===== src/rtl/mixer_v4_iq_decim_if.sv =====
// Stream bundle for the IQ mixer/decimator: sample+LO input side, scaled IQ output side
// and the saturation monitors. The mixer sits on the slave modport.
interface mixer_v4_iq_decim_if #(
    parameter int INPUT_WIDTH  = 14,
    parameter int LO_WIDTH     = 14,
    parameter int OUTPUT_WIDTH = 14
);
    logic                           CLEAR;
    logic                           IN_VALID;
    logic signed [INPUT_WIDTH-1:0]  SIGNAL_IN;
    logic signed [LO_WIDTH-1:0]     LO_COS;
    logic signed [LO_WIDTH-1:0]     LO_SIN;
    logic [5:0]                     SHIFT;
    logic [3:0]                     DECIM_LOG2;
    logic                           OUT_VALID;
    logic signed [OUTPUT_WIDTH-1:0] I_OUT;
    logic signed [OUTPUT_WIDTH-1:0] Q_OUT;
    logic                           SAT_FLAG;
    logic [15:0]                    SAT_COUNT;

    modport master (
        output CLEAR, IN_VALID, SIGNAL_IN, LO_COS, LO_SIN, SHIFT, DECIM_LOG2,
        input  OUT_VALID, I_OUT, Q_OUT, SAT_FLAG, SAT_COUNT
    );

    modport slave (
        input  CLEAR, IN_VALID, SIGNAL_IN, LO_COS, LO_SIN, SHIFT, DECIM_LOG2,
        output OUT_VALID, I_OUT, Q_OUT, SAT_FLAG, SAT_COUNT
    );
endinterface


===== src/rtl/mixer_v4_iq_decim.sv =====
// Real-input IQ mixer with integrate-and-dump decimation, rounding shift and saturation.
// Four register stages: multiply, integrate/dump, round, saturate/output.
module mixer_v4_iq_decim #(
    parameter int INPUT_WIDTH  = 14,
    parameter int LO_WIDTH     = 14,
    parameter int OUTPUT_WIDTH = 14,
    parameter int ACC_LOG2_MAX = 8
) (
    input  logic               clk,
    input  logic               rst_n,
    mixer_v4_iq_decim_if.slave bus
);
    localparam int PROD_W = INPUT_WIDTH + LO_WIDTH;
    localparam int ACC_W  = PROD_W + ACC_LOG2_MAX;
    localparam int EXT_W  = ACC_W + 1;
    localparam int CNT_W  = ACC_LOG2_MAX + 1;

    localparam logic [3:0] DECIM_MAX = (ACC_LOG2_MAX > 15) ? 4'd15 : 4'(ACC_LOG2_MAX);
    localparam logic [5:0] SHIFT_MAX = (ACC_W - 1 > 63) ? 6'd63 : 6'(ACC_W - 1);
    localparam logic signed [EXT_W-1:0] OUT_MAX =
        {{(EXT_W - OUTPUT_WIDTH + 1){1'b0}}, {(OUTPUT_WIDTH - 1){1'b1}}};
    localparam logic signed [EXT_W-1:0] OUT_MIN = ~OUT_MAX;

    logic signed [PROD_W-1:0]       p_i;
    logic signed [PROD_W-1:0]       p_q;
    logic                           p_valid;

    logic [3:0]                     decim_req;
    logic [3:0]                     d_eff;
    logic [3:0]                     d_eff_q;
    logic [CNT_W-1:0]               cnt;
    logic [CNT_W-1:0]               cnt_last;
    logic signed [ACC_W-1:0]        acc_i;
    logic signed [ACC_W-1:0]        acc_q;
    logic signed [ACC_W-1:0]        nxt_i;
    logic signed [ACC_W-1:0]        nxt_q;
    logic signed [ACC_W-1:0]        sum_i;
    logic signed [ACC_W-1:0]        sum_q;
    logic                           d_valid;

    logic [5:0]                     s;
    logic signed [EXT_W-1:0]        rnd;
    logic signed [EXT_W-1:0]        r_i_nxt;
    logic signed [EXT_W-1:0]        r_q_nxt;
    logic signed [EXT_W-1:0]        r_i;
    logic signed [EXT_W-1:0]        r_q;
    logic                           r_valid;

    logic                           clip_i;
    logic                           clip_q;
    logic signed [OUTPUT_WIDTH-1:0] sat_i;
    logic signed [OUTPUT_WIDTH-1:0] sat_q;
    logic                           out_valid;
    logic signed [OUTPUT_WIDTH-1:0] i_out;
    logic signed [OUTPUT_WIDTH-1:0] q_out;
    logic                           sat_flag;
    logic [15:0]                    sat_count;

    always_ff @(posedge clk or negedge rst_n) begin
        if (!rst_n) begin
            p_valid <= 1'b0;
            p_i     <= '0;
            p_q     <= '0;
        end else if (bus.CLEAR) begin
            p_valid <= 1'b0;
        end else begin
            p_valid <= bus.IN_VALID;
            if (bus.IN_VALID) begin
                p_i <= PROD_W'(bus.SIGNAL_IN) * PROD_W'(bus.LO_COS);
                p_q <= PROD_W'(bus.SIGNAL_IN) * PROD_W'(bus.LO_SIN);
            end
        end
    end

    // The block length is fixed by the DECIM_LOG2 seen on the first sample of a block.
    always_comb begin
        decim_req = (bus.DECIM_LOG2 > DECIM_MAX) ? DECIM_MAX : bus.DECIM_LOG2;
        d_eff     = (cnt == '0) ? decim_req : d_eff_q;
        cnt_last  = (CNT_W'(1) << d_eff) - CNT_W'(1);
        nxt_i     = acc_i + ACC_W'(p_i);
        nxt_q     = acc_q + ACC_W'(p_q);
    end

    always_ff @(posedge clk or negedge rst_n) begin
        if (!rst_n) begin
            d_eff_q <= '0;
            cnt     <= '0;
            acc_i   <= '0;
            acc_q   <= '0;
            sum_i   <= '0;
            sum_q   <= '0;
            d_valid <= 1'b0;
        end else if (bus.CLEAR) begin
            d_eff_q <= '0;
            cnt     <= '0;
            acc_i   <= '0;
            acc_q   <= '0;
            d_valid <= 1'b0;
        end else begin
            d_valid <= 1'b0;
            if (p_valid) begin
                if (cnt == '0) begin
                    d_eff_q <= decim_req;
                end
                if (cnt == cnt_last) begin
                    sum_i   <= nxt_i;
                    sum_q   <= nxt_q;
                    d_valid <= 1'b1;
                    acc_i   <= '0;
                    acc_q   <= '0;
                    cnt     <= '0;
                end else begin
                    acc_i <= nxt_i;
                    acc_q <= nxt_q;
                    cnt   <= cnt + CNT_W'(1);
                end
            end
        end
    end

    // One extra bit of headroom so the rounding offset cannot wrap a full-scale sum.
    always_comb begin
        s       = (bus.SHIFT > SHIFT_MAX) ? SHIFT_MAX : bus.SHIFT;
        rnd     = (s == 6'd0) ? '0 : (EXT_W'(1) << (s - 6'd1));
        r_i_nxt = (EXT_W'(sum_i) + rnd) >>> s;
        r_q_nxt = (EXT_W'(sum_q) + rnd) >>> s;
    end

    always_ff @(posedge clk or negedge rst_n) begin
        if (!rst_n) begin
            r_i     <= '0;
            r_q     <= '0;
            r_valid <= 1'b0;
        end else if (bus.CLEAR) begin
            r_valid <= 1'b0;
        end else begin
            r_valid <= d_valid;
            if (d_valid) begin
                r_i <= r_i_nxt;
                r_q <= r_q_nxt;
            end
        end
    end

    always_comb begin
        clip_i = (r_i > OUT_MAX) || (r_i < OUT_MIN);
        clip_q = (r_q > OUT_MAX) || (r_q < OUT_MIN);
        if (r_i > OUT_MAX)      sat_i = OUT_MAX[OUTPUT_WIDTH-1:0];
        else if (r_i < OUT_MIN) sat_i = OUT_MIN[OUTPUT_WIDTH-1:0];
        else                    sat_i = r_i[OUTPUT_WIDTH-1:0];
        if (r_q > OUT_MAX)      sat_q = OUT_MAX[OUTPUT_WIDTH-1:0];
        else if (r_q < OUT_MIN) sat_q = OUT_MIN[OUTPUT_WIDTH-1:0];
        else                    sat_q = r_q[OUTPUT_WIDTH-1:0];
    end

    // CLEAR resets the monitors but deliberately keeps the last I/Q result visible.
    always_ff @(posedge clk or negedge rst_n) begin
        if (!rst_n) begin
            out_valid <= 1'b0;
            i_out     <= '0;
            q_out     <= '0;
            sat_flag  <= 1'b0;
            sat_count <= '0;
        end else if (bus.CLEAR) begin
            out_valid <= 1'b0;
            sat_flag  <= 1'b0;
            sat_count <= '0;
        end else begin
            out_valid <= r_valid;
            if (r_valid) begin
                i_out <= sat_i;
                q_out <= sat_q;
                if (clip_i || clip_q) begin
                    sat_flag <= 1'b1;
                    if (sat_count != 16'hFFFF) begin
                        sat_count <= sat_count + 16'd1;
                    end
                end
            end
        end
    end

    assign bus.OUT_VALID = out_valid;
    assign bus.I_OUT     = i_out;
    assign bus.Q_OUT     = q_out;
    assign bus.SAT_FLAG  = sat_flag;
    assign bus.SAT_COUNT = sat_count;
endmodule


===== src/flat_wrapper.sv =====
// flat-port wrapper written by rule: the top's interface ports become plain ports
module mixer_v4_iq_decim_flat 
#(
    parameter int INPUT_WIDTH  = 14,
    parameter int LO_WIDTH     = 14,
    parameter int OUTPUT_WIDTH = 14,
    parameter int ACC_LOG2_MAX = 8
)
  (clk, rst_n, bus_CLEAR, bus_IN_VALID, bus_SIGNAL_IN, bus_LO_COS, bus_LO_SIN, bus_SHIFT, bus_DECIM_LOG2, bus_OUT_VALID, bus_I_OUT, bus_Q_OUT, bus_SAT_FLAG, bus_SAT_COUNT);
  mixer_v4_iq_decim_if #(.INPUT_WIDTH(INPUT_WIDTH), .LO_WIDTH(LO_WIDTH), .OUTPUT_WIDTH(OUTPUT_WIDTH)) bus_i ();
  input  logic clk;
  input  logic rst_n;
  input wire logic [$bits(bus_i.CLEAR)-1:0] bus_CLEAR;
  input wire logic [$bits(bus_i.IN_VALID)-1:0] bus_IN_VALID;
  input wire logic [$bits(bus_i.SIGNAL_IN)-1:0] bus_SIGNAL_IN;
  input wire logic [$bits(bus_i.LO_COS)-1:0] bus_LO_COS;
  input wire logic [$bits(bus_i.LO_SIN)-1:0] bus_LO_SIN;
  input wire logic [$bits(bus_i.SHIFT)-1:0] bus_SHIFT;
  input wire logic [$bits(bus_i.DECIM_LOG2)-1:0] bus_DECIM_LOG2;
  output wire logic [$bits(bus_i.OUT_VALID)-1:0] bus_OUT_VALID;
  output wire logic [$bits(bus_i.I_OUT)-1:0] bus_I_OUT;
  output wire logic [$bits(bus_i.Q_OUT)-1:0] bus_Q_OUT;
  output wire logic [$bits(bus_i.SAT_FLAG)-1:0] bus_SAT_FLAG;
  output wire logic [$bits(bus_i.SAT_COUNT)-1:0] bus_SAT_COUNT;
  assign bus_i.CLEAR = bus_CLEAR;
  assign bus_i.IN_VALID = bus_IN_VALID;
  assign bus_i.SIGNAL_IN = bus_SIGNAL_IN;
  assign bus_i.LO_COS = bus_LO_COS;
  assign bus_i.LO_SIN = bus_LO_SIN;
  assign bus_i.SHIFT = bus_SHIFT;
  assign bus_i.DECIM_LOG2 = bus_DECIM_LOG2;
  assign bus_OUT_VALID = bus_i.OUT_VALID;
  assign bus_I_OUT = bus_i.I_OUT;
  assign bus_Q_OUT = bus_i.Q_OUT;
  assign bus_SAT_FLAG = bus_i.SAT_FLAG;
  assign bus_SAT_COUNT = bus_i.SAT_COUNT;
  mixer_v4_iq_decim #(.INPUT_WIDTH(INPUT_WIDTH), .LO_WIDTH(LO_WIDTH), .OUTPUT_WIDTH(OUTPUT_WIDTH), .ACC_LOG2_MAX(ACC_LOG2_MAX)) u_core (.clk(clk), .rst_n(rst_n), .bus(bus_i));
endmodule

===== config.mk =====
export PLATFORM = sky130hd
export DESIGN_NAME = mixer_v4_iq_decim_flat
export DESIGN_NICKNAME = d
export VERILOG_FILES = /design/src/rtl/mixer_v4_iq_decim_if.sv /design/src/rtl/mixer_v4_iq_decim.sv /design/src/flat_wrapper.sv
export SDC_FILE = /design/constraint.sdc
export NUM_CORES = 2
export LEC_CHECK = 0
export ABC_AREA = 1
export BUFFER_PORTS_ARGS = -buffer_cell sky130_fd_sc_hd__buf_2
export CELL_PAD_IN_SITES_DETAIL_PLACEMENT = 1
export CELL_PAD_IN_SITES_GLOBAL_PLACEMENT = 1
export CORE_MARGIN = 2
export CORE_UTILIZATION = 25
export DETAILED_ROUTE_END_ITERATION = 7
export PLACE_DENSITY_LB_ADDON = 0.1
export RECOVER_POWER = 25
export SLEW_MARGIN = 20
export SYNTH_ARGS = -nofsm -noshare
export SYNTH_HDL_FRONTEND = slang
export SYNTH_SLANG_ARGS = --single-unit
export TNS_END_PERCENT = 30

===== constraint.sdc =====
create_clock -name clk -period 4.85 [get_ports clk]
set_input_delay 0.2425 -clock clk [delete_from_list [all_inputs] [get_ports clk]]
set_output_delay 0.2425 -clock clk [all_outputs]
set_load 0.01 [all_outputs]

Word level (Yosys, flattened, before mapping)
Cells that the tools add are included.
W data, S select, Z words.
- register bits after elaboration: 336
- output and inout port bits: 46
- logic and storage cells: 88
- add/sub/neg operators: 8
- multiply operators: 2
- magnitude comparators: 6
- equality and inequality tests: 2
- shift-type cells: 4
- muxes and demuxes: 32
- bitwise operators: 1
- reduce and logical (&&, ||, !) cells: 15
- operators with widths (cell ; number):
    $mux W36 ; 6
    $add A36 B37 Y37 ; 2
    $gt A37 B14 Y1 const B ; 2
    $lt A37 B14 Y1 const B ; 2
    $sshr A37 B6 Y37 ; 2
    $add A36 B28 Y36 ; 2
    $mux W16 ; 4
    $mul A14 B14 Y28 ; 2
    $mux W14 ; 4
    $mux W37 ; 1
    $shl A1 B6 Y37 const A ; 1
    $mux W9 ; 3
    $add A16 B1 Y16 const B ; 1
    $mux W4 ; 4
    $ne A16 B16 Y1 const B ; 1
    $add A9 B1 Y9 const B ; 1
    $eq A9 B9 Y1 ; 1
    $logic_not A9 Y1 ; 1
    $mux W1 ; 9
    $shl A1 B4 Y9 const A ; 1
    $sub A9 B2 Y9 const B ; 1
    $reduce_and A2 Y1 ; 4
    $reduce_bool A2 Y1 ; 4
    $gt A6 B6 Y1 const B ; 1
    other kinds (7) ; 10

Depth between registers and ports, before layout
- depth after elaboration: 9
- mapped depth: 39

Least setup slack after synthesis
Ideal clock, no wire load.
- kind: input -> register
- start: in bus_SIGNAL_IN[8]
- end: reg u_core.p_q[25]
- data arrival time: 5.930 ns
- data required time: 4.714 ns
- slack: -1.216 ns
- stages: 24
- path buffers: 2
- cell sequence: clkbuf_1 -> clkbuf_1 -> nand2_1 -> fa_1 -> inv_1 -> fa_1 -> inv_1 -> fa_1 -> inv_1 -> fa_1 -> fa_1 -> fa_1 -> ha_1 -> a21oi_1 -> a21boi_0 -> o21ai_0 -> a21oi_1 -> o21ai_0 -> a31oi_1 -> o21ai_0 -> nand2_1 -> nand2_1 -> xor2_1 -> o21ai_0
- cells in the longest elaborated chain, start to end: 1
- ends and longest elaborated chain (element ; RTL line ; source):
    start: declaration ; flat_wrapper.sv:15 ; input wire logic [$bits(bus_i.SIGNAL_IN)-1:0] bus_SIGNAL_IN;
    $mul A14 B14 Y28 ; mixer_v4_iq_decim.sv:70 ; p_q <= PROD_W'(bus.SIGNAL_IN) * PROD_W'(bus.LO_SIN);
    end signal: assignment ; mixer_v4_iq_decim.sv:70 ;
    end: declaration ; mixer_v4_iq_decim.sv:25 ; logic signed [PROD_W-1:0] p_q;
No other way between the ends.
A chain may end at the register's enable or synchronous reset.

Final worst setup path
- start: in bus_SIGNAL_IN[5]
- end: reg u_core.p_i[27]
- cells in the longest elaborated chain, start to end: 1
- ends and longest elaborated chain (element ; RTL line ; source):
    $mul A14 B14 Y28 ; mixer_v4_iq_decim.sv:69 ; p_i <= PROD_W'(bus.SIGNAL_IN) * PROD_W'(bus.LO_COS);
    end signal: assignment ; mixer_v4_iq_decim.sv:69 ;
    end: declaration ; mixer_v4_iq_decim.sv:24 ; logic signed [PROD_W-1:0] p_i;
No other way between the ends.

==> results.tsv <==
metric	value	unit
status	complete, but fails checks	
failing checks	max-capacitance violations, max-slew violations, negative setup slack	
Synth top area share	0.2053	
Synth Register Bits	336	
CP bufs+invs	8	
drc violations	0	
crit-path max cell delay	0.54	ns
post-layout instance area	49800	µm²
post-synthesis sequential area ratio	0.2053	
clock sinks	336	
relative slew slack	-1.505	
Tightest Pin Transition	3.758	ns
core area	162800	µm²
Critical Path RT	5.37	ns
IO Pins	102	
die area	167100	µm²
final core occ	0.3059	
CTS H-tree depth	2	
Slowest-stage cell, CP	fa_1	
first-pass GRT wire length	244.4	mm
crit path DAT	5.48	ns
share of layout cells above drive strength 1	0.1544	
clock insertion delay at the later pin of the skew report	0.61	ns
number of non-filler instances in the completed layout	8334	
Clock transition at path regs	0.07	ns
Worst path top cell family by delay	adder cells	
Synth Instances	5716	
reg-to-reg slack, setup	0.46	ns
Final Setup Violations	8	
Hold/Removal Path Class	in -> reg	
Synth Flop Type	dfrtp_1	
global route overflow	0	
Yosys cell types	68	
Synth area leaders	dfrtp_1, fa_1, nand2_1	
number of enable flip-flop cells after synthesis	0	
Routed WL	154.7	mm
Mapped Area	40960	µm²
Commonest cells post-synth	nand2_1, inv_1, nand3_1	
drt first pass iters	5	
Static Leak	26.04	nW
fin worst setup slack	-0.1117	ns
pwr dens	664.5	nW/µm²
wire length per cell	18.56	µm
Yosys top cell by area	dfrtp_1	
die height	408.8	µm
P&R area growth vs syn	21.57	%
DIE WIDTH	408.8	µm
Min Hold Slack	0.05810	ns
fin crit share	1.023	
Initial Util	0.2516	
Max Slew Vio Count	82	
Fin. Hold Viols	0	
CTS tree	done	
largest net degree at the start of global routing	115	
dpl cell area	47150	µm²
CP dominant cell by count	nand2_2	
Async S/R FF share, synth	1.000	
CP max FO	6	
Worst VDD drop	0.6697	mV
GPL Wtd Cong	0.8769	
RSZ-0062 raised after global routing	yes	
DR vias/cell	4.539	
CTS buffer count	42	
GRT Total Usage	0.1854	
crit path time final	4.962	ns
FP Rows	148	
max-cap violation count	2	
Root Driver	clkbuf_16	
Nets	6831	
DRT iter0 DRCs	1676	
CTS Buffer Depth	3	
most numerous cell in the Yosys netlist	nand2_1	
routed via count	37830	
post-route ant nets	0	
clock skew	0.03125	ns
DP HPWL	131.4	mm
syn avg cell area	7.166	µm²
Max Clk Rate	0.2015	GHz
CP Launch Type	primary input	
CP Class	in -> reg	
antenna violations before repair	4	
number of port buffers	101	
placed cells	8218	
CP Capture Type	flop	
yosys warns	0	
vias in the first global route	40920	
metal layers:
| metal | share of wire | GRT usage | up-vias |
|---|---|---|---|
| li1 | - | - | 18910 |
| met1 | 0.48 | 0.2529 | 18440 |
| met2 | 0.48 | 0.3184 | 348 |
| met3 | 0.017 | 0.01212 | 131 |
| met4 | 0.025 | 0.04485 | 2 |
| met5 | 0.00010 | 0 | - |
through the flow:
step | worst slack (ns) | setup TNS, ns | power [mW]
after floorplan | -0.6479 | -6.242 | 18.03
after global placement | -1.046 | -27.24 | 27.04
after detailed placement | -1.088 | -31.97 | 27.29
after CTS | -0.1084 | -0.4160 | 32.58
after global routing | -0.3592 | -16.01 | 36.93
final | -0.1117 | -0.4910 | 33.09
power by group:
part,switching (mW),internal [mW],total (mW),leakage (nW)
registers,0.321,3.24,3.56,4.40
clock network,1.39,1.92,3.31,0.695
logic,13.2,13.0,26.2,20.9
total,14.9,18.2,33.1,26.0
sequential cells by signal, summed over array words and instances, names as in the netlist:
name                  cells
u_core.bus.SAT_FLAG       1
u_core.p_q               28
u_core.bus.OUT_VALID      1
u_core.d_eff_q            4
u_core.acc_q             36
u_core.sum_q             36
u_core.d_valid            1
u_core.r_q               37
u_core.r_i               37
u_core.p_valid            1
u_core.bus.Q_OUT         14
u_core.r_valid            1
u_core.acc_i             36
u_core.bus.I_OUT         14
u_core.bus.SAT_COUNT     16
u_core.p_i               28
u_core.cnt                9
u_core.sum_i             36
cells by family (layout without fill, tap and decap cells):
group	Yosys count	after routing	synth area share
AO/OA/AOI/OAI	731	731	0.09946
XOR/XNOR	150	150	0.03207
adder cells (fa/ha/maj)	648	648	0.2698
buffers and inverters	1201	1642	0.1122
flip-flops	336	336	0.2053
multiplexers	2	2	0.0004888
other	1	3	0.00009155
AND/OR/NAND/NOR	2647	2647	0.2806
path summary, 6_finish.rpt:
check	from	to	cells after the start
worst max-delay path	bus_SIGNAL_IN[5]	u_core.p_i[27]	29
worst min-delay path	bus_DECIM_LOG2[2]	u_core.d_eff_q[2]	5
worst max register to register	u_core.cnt[0]	u_core.acc_q[12]	23
worst min register to register	u_core.bus.I_OUT[13]	u_core.bus.I_OUT[13]	2
max in group asynchronous	rst_n	u_core.acc_i[21]	3
min in group asynchronous	rst_n	u_core.sum_q[35]	2
final cells by class:
| cell class | count | area [µm²] |
|---|---|---|
| diodes | 1 | 2.502 |
| inverters | 991 | 3732 |
| multi-input cells | 4180 | 28840 |
| clock buffers | 53 | 1152 |
| fillers | 19910 | 113000 |
| well taps | 2175 | 2721 |
| clock inverters | 22 | 277.8 |
| flip-flops and latches | 336 | 8408 |
| repair buffers | 576 | 4658 |
placed cells by master, fill, tap and decap left out, types with 14 or more instances in the layout:
master,netlist,layout
nand2_1,1522,1477
inv_1,963,934
nand3_1,600,596
buf_4,2,432
fa_1,392,379
dfrtp_1,336,336
a21oi_1,287,275
nor2_1,271,267
ha_1,256,226
o21ai_0,232,215
nand2_2,41,74
xor2_1,71,71
buf_2,25,71
xnor2_1,79,70
o21ai_1,60,69
nand4_1,60,60
inv_2,25,51
nor3_1,46,45
clkbuf_16,0,42
ha_4,0,30
buf_6,6,29
a31oi_1,32,28
buf_12,0,28
nand3b_1,23,23
nor2_2,21,21
nor4_1,20,20
nand3_2,14,18
nand2_4,5,17
o211ai_1,17,17
o21bai_1,14,14
worst min-delay path, stage by stage:
cell and delay [ns]:
buf_2 0.09, inv_1 0.06, o21ai_2 0.09, inv_1 0.08, o21ai_0 0.07
what timing repair did:
action	in CTS	in global routing
hold endpoints to repair	59	0
endpoints found under the setup margin	85	23
hold buffers	1	0
pin swaps	96	59
resized for setup	148	93
setup buffers	27	15
No activity file was read; power rests on OpenSTA's default activity.
